===== src/rtl/pipeline_hazard_ctrl_pkg.sv =====
// Shared decode constants, FSM states and MIPS field-extraction helpers
// for the five-stage pipeline hazard controller.
package pipeline_hazard_ctrl_pkg;

  localparam logic [5:0] OP_RTYPE = 6'b000000;
  localparam logic [5:0] OP_LW    = 6'b100011;
  localparam logic [5:0] OP_SW    = 6'b101011;
  localparam logic [5:0] OP_BEQ   = 6'b000100;
  localparam logic [5:0] OP_ADDI  = 6'b001000;
  localparam logic [5:0] OP_ANDI  = 6'b001100;
  localparam logic [5:0] OP_ORI   = 6'b001101;

  // R-type shifts (sll/srl/sra) have func[5:2] == 0 and take no rs operand
  localparam logic [3:0] FUNC_SHIFT_HI = 4'b0000;

  typedef enum logic [1:0] {
    ST_RUN  = 2'd0,
    ST_HALT = 2'd1,
    ST_STEP = 2'd2
  } state_t;

  typedef struct packed {
    logic       valid;
    logic [4:0] idx;
  } reg_ref_t;

  function automatic logic [5:0] opcode_of(input logic [31:0] inst);
    return inst[31:26];
  endfunction

  function automatic reg_ref_t dest_of(input logic [31:0] inst);
    reg_ref_t r;
    r.valid = 1'b0;
    r.idx   = inst[20:16];
    case (inst[31:26])
      OP_RTYPE: begin
        r.valid = 1'b1;
        r.idx   = inst[15:11];
      end
      OP_ADDI, OP_ANDI, OP_ORI, OP_LW: r.valid = 1'b1;
      default: r.valid = 1'b0;
    endcase
    return r;
  endfunction

  function automatic reg_ref_t src_rs_of(input logic [31:0] inst);
    reg_ref_t r;
    r.idx = inst[25:21];
    case (inst[31:26])
      OP_RTYPE: r.valid = (inst[5:2] != FUNC_SHIFT_HI);
      OP_LW, OP_SW, OP_BEQ, OP_ADDI, OP_ANDI, OP_ORI: r.valid = 1'b1;
      default: r.valid = 1'b0;
    endcase
    return r;
  endfunction

  function automatic reg_ref_t src_rt_of(input logic [31:0] inst);
    reg_ref_t r;
    r.idx = inst[20:16];
    case (inst[31:26])
      OP_RTYPE, OP_SW, OP_BEQ: r.valid = 1'b1;
      default: r.valid = 1'b0;
    endcase
    return r;
  endfunction

endpackage


===== src/rtl/pipeline_hazard_ctrl_if.sv =====
// Bus between the pipeline datapath (master) and the hazard controller (slave):
// stage instructions and debug inputs in, register enables/flushes and counters out.
interface pipeline_hazard_ctrl_if #(
    parameter int unsigned CNT_W = 16
);
    logic [31:0]      PR_IFID_Inst;
    logic [31:0]      PR_IDEX_Inst;
    logic [31:0]      PR_EXMEM_Inst;
    logic             branch_taken;
    logic             run_mode;
    logic             step_pulse;
    logic             pc_write;
    logic             ifid_write;
    logic             ifid_flush;
    logic             idex_flush;
    logic             exmem_flush;
    logic             pipe_advance;
    logic             halted;
    logic [CNT_W-1:0] stall_count;
    logic [CNT_W-1:0] flush_count;

    modport master (
        output PR_IFID_Inst, PR_IDEX_Inst, PR_EXMEM_Inst,
        output branch_taken, run_mode, step_pulse,
        input  pc_write, ifid_write, ifid_flush, idex_flush, exmem_flush,
        input  pipe_advance, halted, stall_count, flush_count
    );

    modport slave (
        input  PR_IFID_Inst, PR_IDEX_Inst, PR_EXMEM_Inst,
        input  branch_taken, run_mode, step_pulse,
        output pc_write, ifid_write, ifid_flush, idex_flush, exmem_flush,
        output pipe_advance, halted, stall_count, flush_count
    );
endinterface


===== src/rtl/pipeline_hazard_ctrl_hazard_decode.sv =====
// Combinational RAW detector: ID-stage sources against the destinations of
// ID/EX and EX/MEM (write-first register file makes MEM/WB harmless).
module pipeline_hazard_ctrl_hazard_decode
    import pipeline_hazard_ctrl_pkg::*;
#(
    parameter bit HAZ_REG_ZERO = 1'b1
) (
    input  logic [31:0] i_id_inst,
    input  logic [31:0] i_ex_inst,
    input  logic [31:0] i_mem_inst,
    output logic        o_raw_hazard
);

    reg_ref_t w_rs;
    reg_ref_t w_rt;
    reg_ref_t w_ex_dst;
    reg_ref_t w_mem_dst;

    function automatic logic hits(input reg_ref_t src, input reg_ref_t dst);
        return src.valid && dst.valid && (src.idx == dst.idx) &&
               (!HAZ_REG_ZERO || (dst.idx != '0));
    endfunction

    always_comb begin
        w_rs         = src_rs_of(i_id_inst);
        w_rt         = src_rt_of(i_id_inst);
        w_ex_dst     = dest_of(i_ex_inst);
        w_mem_dst    = dest_of(i_mem_inst);
        o_raw_hazard = hits(w_rs, w_ex_dst)  || hits(w_rt, w_ex_dst) ||
                       hits(w_rs, w_mem_dst) || hits(w_rt, w_mem_dst);
    end

endmodule


===== src/rtl/pipeline_hazard_ctrl.sv =====
// Pipeline sequencer: stall on RAW, flush on taken BEQ in MEM, halt/step debug
// FSM, and saturating stall/flush event counters.
module pipeline_hazard_ctrl
    import pipeline_hazard_ctrl_pkg::*;
#(
    parameter int unsigned CNT_W        = 16,
    parameter bit          HAZ_REG_ZERO = 1'b1
) (
    input logic                   clock,
    input logic                   reset,
    pipeline_hazard_ctrl_if.slave bus
);

    state_t           r_state;
    state_t           w_state_nxt;
    logic [CNT_W-1:0] r_stall_cnt;
    logic [CNT_W-1:0] r_flush_cnt;
    logic             w_raw_hazard;
    logic             w_flush_req;
    logic             w_active;

    pipeline_hazard_ctrl_hazard_decode #(
        .HAZ_REG_ZERO(HAZ_REG_ZERO)
    ) u_hazard_decode (
        .i_id_inst   (bus.PR_IFID_Inst),
        .i_ex_inst   (bus.PR_IDEX_Inst),
        .i_mem_inst  (bus.PR_EXMEM_Inst),
        .o_raw_hazard(w_raw_hazard)
    );

    assign w_flush_req = bus.branch_taken && (opcode_of(bus.PR_EXMEM_Inst) == OP_BEQ);
    assign w_active    = !reset && (r_state != ST_HALT);

    always_ff @(posedge clock) begin
        if (reset) begin
            r_state <= ST_RUN;
        end else begin
            r_state <= w_state_nxt;
        end
    end

    always_comb begin
        w_state_nxt = r_state;
        case (r_state)
            ST_RUN:  if (!bus.run_mode) w_state_nxt = ST_HALT;
            ST_HALT: begin
                if (bus.run_mode)        w_state_nxt = ST_RUN;
                else if (bus.step_pulse) w_state_nxt = ST_STEP;
            end
            ST_STEP: w_state_nxt = bus.run_mode ? ST_RUN : ST_HALT;
            default: w_state_nxt = ST_RUN;
        endcase
    end

    // Reset forces every stage register to load a NOP; HALT freezes everything.
    always_comb begin
        bus.pc_write     = 1'b0;
        bus.ifid_write   = 1'b0;
        bus.ifid_flush   = 1'b0;
        bus.idex_flush   = 1'b0;
        bus.exmem_flush  = 1'b0;
        bus.pipe_advance = 1'b0;
        bus.halted       = !reset && (r_state == ST_HALT);
        if (reset) begin
            bus.ifid_flush  = 1'b1;
            bus.idex_flush  = 1'b1;
            bus.exmem_flush = 1'b1;
        end else if (w_active) begin
            bus.pipe_advance = 1'b1;
            if (w_flush_req) begin
                bus.pc_write    = 1'b1;
                bus.ifid_write  = 1'b1;
                bus.ifid_flush  = 1'b1;
                bus.idex_flush  = 1'b1;
                bus.exmem_flush = 1'b1;
            end else if (w_raw_hazard) begin
                bus.idex_flush = 1'b1;
            end else begin
                bus.pc_write   = 1'b1;
                bus.ifid_write = 1'b1;
            end
        end
    end

    always_ff @(posedge clock) begin
        if (reset) begin
            r_stall_cnt <= '0;
            r_flush_cnt <= '0;
        end else if (w_active) begin
            if (w_flush_req && (r_flush_cnt != '1)) begin
                r_flush_cnt <= r_flush_cnt + 1'b1;
            end
            if (!w_flush_req && w_raw_hazard && (r_stall_cnt != '1)) begin
                r_stall_cnt <= r_stall_cnt + 1'b1;
            end
        end
    end

    assign bus.stall_count = r_stall_cnt;
    assign bus.flush_count = r_flush_cnt;

endmodule


===== src/flat_wrapper.sv =====
// flat-port wrapper written by rule: the top's interface ports become plain ports
module pipeline_hazard_ctrl_flat import pipeline_hazard_ctrl_pkg::*;
#(
    parameter int unsigned CNT_W        = 16,
    parameter bit          HAZ_REG_ZERO = 1'b1
)
  (clock, reset, bus_PR_IFID_Inst, bus_PR_IDEX_Inst, bus_PR_EXMEM_Inst, bus_branch_taken, bus_run_mode, bus_step_pulse, bus_pc_write, bus_ifid_write, bus_ifid_flush, bus_idex_flush, bus_exmem_flush, bus_pipe_advance, bus_halted, bus_stall_count, bus_flush_count);
  pipeline_hazard_ctrl_if #(.CNT_W(CNT_W)) bus_i ();
  input logic clock;
  input logic reset;
  input wire logic [$bits(bus_i.PR_IFID_Inst)-1:0] bus_PR_IFID_Inst;
  input wire logic [$bits(bus_i.PR_IDEX_Inst)-1:0] bus_PR_IDEX_Inst;
  input wire logic [$bits(bus_i.PR_EXMEM_Inst)-1:0] bus_PR_EXMEM_Inst;
  input wire logic [$bits(bus_i.branch_taken)-1:0] bus_branch_taken;
  input wire logic [$bits(bus_i.run_mode)-1:0] bus_run_mode;
  input wire logic [$bits(bus_i.step_pulse)-1:0] bus_step_pulse;
  output wire logic [$bits(bus_i.pc_write)-1:0] bus_pc_write;
  output wire logic [$bits(bus_i.ifid_write)-1:0] bus_ifid_write;
  output wire logic [$bits(bus_i.ifid_flush)-1:0] bus_ifid_flush;
  output wire logic [$bits(bus_i.idex_flush)-1:0] bus_idex_flush;
  output wire logic [$bits(bus_i.exmem_flush)-1:0] bus_exmem_flush;
  output wire logic [$bits(bus_i.pipe_advance)-1:0] bus_pipe_advance;
  output wire logic [$bits(bus_i.halted)-1:0] bus_halted;
  output wire logic [$bits(bus_i.stall_count)-1:0] bus_stall_count;
  output wire logic [$bits(bus_i.flush_count)-1:0] bus_flush_count;
  assign bus_i.PR_IFID_Inst = bus_PR_IFID_Inst;
  assign bus_i.PR_IDEX_Inst = bus_PR_IDEX_Inst;
  assign bus_i.PR_EXMEM_Inst = bus_PR_EXMEM_Inst;
  assign bus_i.branch_taken = bus_branch_taken;
  assign bus_i.run_mode = bus_run_mode;
  assign bus_i.step_pulse = bus_step_pulse;
  assign bus_pc_write = bus_i.pc_write;
  assign bus_ifid_write = bus_i.ifid_write;
  assign bus_ifid_flush = bus_i.ifid_flush;
  assign bus_idex_flush = bus_i.idex_flush;
  assign bus_exmem_flush = bus_i.exmem_flush;
  assign bus_pipe_advance = bus_i.pipe_advance;
  assign bus_halted = bus_i.halted;
  assign bus_stall_count = bus_i.stall_count;
  assign bus_flush_count = bus_i.flush_count;
  pipeline_hazard_ctrl #(.CNT_W(CNT_W), .HAZ_REG_ZERO(HAZ_REG_ZERO)) u_core (.clock(clock), .reset(reset), .bus(bus_i));
endmodule

===== config.mk =====
export PLATFORM = sky130hd
export DESIGN_NAME = pipeline_hazard_ctrl_flat
export DESIGN_NICKNAME = d
export VERILOG_FILES = /design/src/rtl/pipeline_hazard_ctrl_pkg.sv /design/src/rtl/pipeline_hazard_ctrl_if.sv /design/src/rtl/pipeline_hazard_ctrl_hazard_decode.sv /design/src/rtl/pipeline_hazard_ctrl.sv /design/src/flat_wrapper.sv
export SDC_FILE = /design/constraint.sdc
export NUM_CORES = 1
export LEC_CHECK = 0
export CAP_MARGIN = 10
export CORE_MARGIN = 4
export CORE_UTILIZATION = 37
export DETAILED_ROUTE_END_ITERATION = 10
export PLACE_DENSITY = 0.83
export SYNTH_ARGS = -nofsm -noshare
export SYNTH_HDL_FRONTEND = slang
export SYNTH_HIERARCHICAL = 1
export SYNTH_SLANG_ARGS = --single-unit
export TNS_END_PERCENT = 5

===== constraint.sdc =====
create_clock -name clock -period 2.72 [get_ports clock]
set_input_delay 0.272 -clock clock [delete_from_list [all_inputs] [get_ports clock]]
set_output_delay 0.272 -clock clock [all_outputs]
set_load 0.02 [all_outputs]

==> flow_summary.json <==
{
  "drc": 0,
  "leakage_uw": 0.00170,
  "grt_overflow": 0,
  "cts_tree": "yes",
  "worstMarginPinSlew_ns": 0.585,
  "diodes": 0,
  "fmax_ghz": 0.332,
  "ios": 140,
  "synthCells": 349,
  "worst_slack_ns": -0.291,
  "cp-end-kind": "flip-flop",
  "path_clk_slew_ns": 0.07,
  "synth_edf_count": 0,
  "critPathLaunchType": "primary input",
  "clock_latency_ns": 0.29,
  "syn_area_per_cell_sq_um": 7.96,
  "root_buffer": "clkbuf_8",
  "nFillCells": 630,
  "maxCapViolCount": 0,
  "period_minus_slack_ns": 3.01,
  "dieArea_sq_um": 8950,
  "cts_htree_levels": 2,
  "finalWirelength_um": 10200,
  "crit_required_ns": 2.90,
  "arrival_ns": 3.20,
  "antenna_found_initial": 0,
  "coreArea_sq_um": 7290,
  "ys_ff_latch": 34,
  "path_max_fanout": 8,
  "dr.first_iter.drc_count": 225,
  "cts-buffers-inserted": 5,
  "fin_area_sq_um": 4540,
  "synthArstFlopShare": 0,
  "finalCritPeriodShare": 1.11,
  "fin_total_pwr_uw": 1220,
  "clockBufferDepth": 2,
  "path_class": "primary input to flip-flop",
  "grt_pass1_wl_um": 15300,
  "track_usage": 0.212,
  "power.density_nw_per_um2": 268,
  "synthDistinctLibCells": 61,
  "timing.hold.ws_ns": 0.525,
  "outcome": "complete, but fails checks",
  "whs_path_depth": 1,
  "slew_violations": 0,
  "area_growth_pct": 63.6,
  "die_h_um": 94.6,
  "std_cell_rows": 31,
  "dieWidth_um": 94.6,
  "yosysWarningCount": 6,
  "rsz0062_at_grt": "true",
  "irDropWorstVdd_mv": 0.271,
  "r2r_cells": 6,
  "syn_nets": 452,
  "drive_above_1_share": 0.270,
  "io_buffers": 95,
  "nets": 606,
  "cts_sinks": 34,
  "gp_congestion": 0.914,
  "initial_core_util": 0.381,
  "synth_ff_type": "dfxtp_1",
  "setup_viol_count_final": 18,
  "grt_pass1_vias": 3285,
  "dr.pass1.iters": 6,
  "post-dp-hpwl_um": 7280,
  "slew_headroom": 0.607,
  "timing.final.hold_violations": 0,
  "grt_max_degree": 24,
  "finClkSkew_ns": 0.00633,
  "syn-cell-area_sq_um": 2780,
  "routedWlPerCell_um": 16.9,
  "routed-via-count": 3515,
  "min_path_type": "flip-flop to flip-flop",
  "yosysSeqAreaShare": 0.245,
  "place_area_sq_um": 4210,
  "vias_per_cell": 5.83,
  "drtAntennaViolNets": 0,
  "violations": "negative setup slack"
}
-- report_power, final --
group / internal [uW] / switching, uW / total, uW
logic: 181 / 149 / 331
registers: 499 / 1.06 / 500
clock network: 204 / 184 / 388
total: 884 / 334 / 1220
-- worst paths after layout --
kind / start / to / slack [ns]
setup / recovery: bus_PR_IDEX_Inst[27] / u_core/bus.stall_count[5] / -0.29
hold / removal: u_core/bus.flush_count[15] / u_core/bus.flush_count[15] / 0.53
hold reg to reg: u_core/bus.flush_count[15] / u_core/bus.flush_count[15] / 0.53
setup reg to reg: u_core/bus.flush_count[0] / u_core/bus.flush_count[15] / 0.73
-- state kept, by name, summed over array words and instances (netlist names) --
name and cells:
u_core/r_state 2, u_core/bus.flush_count 16, u_core/bus.stall_count 16
-- what timing repair did --
action | 4_1_cts | 5_1_grt
setup buffers | 5 | 3
setup endpoints to repair | 19 | 19
gates resized for setup | 56 | 33
pin swaps | 14 | 13
hold buffers | 0 | 0
gates cloned | 1 | 0
-- synthesized netlist by cell type (all sizes together) (11+ instances only) --
library cell | instances | share of area
nor2 | 35 | 0.049
dfxtp | 34 | 0.25
nand4 | 23 | 0.056
xnor2 | 20 | 0.063
nand3 | 16 | 0.031
o21ai | 16 | 0.029
a21oi | 15 | 0.027
nand2 | 15 | 0.020
nor3 | 14 | 0.029
nor4 | 14 | 0.050
o211ai | 13 | 0.035
nand2b | 11 | 0.027
-- worst max-delay path, cell delays in order --
cell	delay (ns)
clkdlybuf4s50_1	0.56
nor2_1	0.08
buf_4	0.18
buf_4	0.15
a31oi_1	0.25
xnor2_1	0.13
nor4_2	0.31
a211o_1	0.24
a21boi_4	0.23
buf_6	0.13
nand4_1	0.16
nor2b_1	0.19
mux2_4	0.31
-- logic make-up (layout without fill, tap and decap cells) --
group           count (synthesis)  after routing  synth area share
simple gates                  175            175             0.398
mux                             8              8            0.0293
fa+ha+maj                       2              2           0.00901
buf+inv                        24            179            0.0460
compound gates                 86             86             0.210
flops                          34             34             0.245
xor+xnor                       20             20            0.0631
-- stage by stage --
stage / setup TNS (ns) / setup slack [ns] / instances / utilization
after floorplan: -0.159 / -0.0448 / 349 / -
after global placement: -13.01 / -0.835 / 586 / 0.578
after detailed placement: -14.16 / -0.868 / 586 / 0.578
after CTS: -2.25 / -0.232 / 600 / 0.603
after global routing: -3.68 / -0.335 / 603 / 0.623
final: -2.90 / -0.291 / 603 / 0.623
-- per-layer routing --
layer / global-route usage / part of all wire / routed length (um) / up-vias
met2: 0.358 / 0.47 / 4830 / 188
met1: 0.267 / 0.42 / 4260 / 1645
li1: - / - / - / 1658
met4: 0.0661 / 0.022 / 224 / 0
met3: 0.0478 / 0.088 / 899 / 24
met5: 0 / 0 / 0 / -
-- cells in the final DEF, fill, tap and decap left out, types with 5 or more instances in the layout --
cell type,synthesis,final
dfxtp_1,34,34
nand3_1,15,13
buf_6,3,14
clkbuf_8,0,6
dlygate4sd2_1,0,5
nor4_4,3,6
and4_1,6,6
nand2_1,15,14
inv_1,7,7
a21oi_1,15,14
xnor2_1,20,20
nand4_1,21,21
o211ai_1,13,13
buf_4,3,59
and3_1,8,7
mux2i_1,7,6
nand2b_1,10,10
or3_1,6,5
o21ai_0,15,11
nor2_1,33,31
a31o_2,6,6
nor3_1,13,12
clkdlybuf4s50_1,0,82
a31oi_1,10,10
-- area by class of cell --
class	instances	area [sq um]	area share
clock buffers	7	86.3	0.0190
clock inverters	1	5.00	0.00110
inverters	7	26.3	0.00579
multi-input cells	291	2130	0.468
flip-flops and latches	34	681	0.150
well taps	99	124	0.0273
repair buffers	164	1490	0.329
Note: power is estimated with default switching activity, not from simulation.
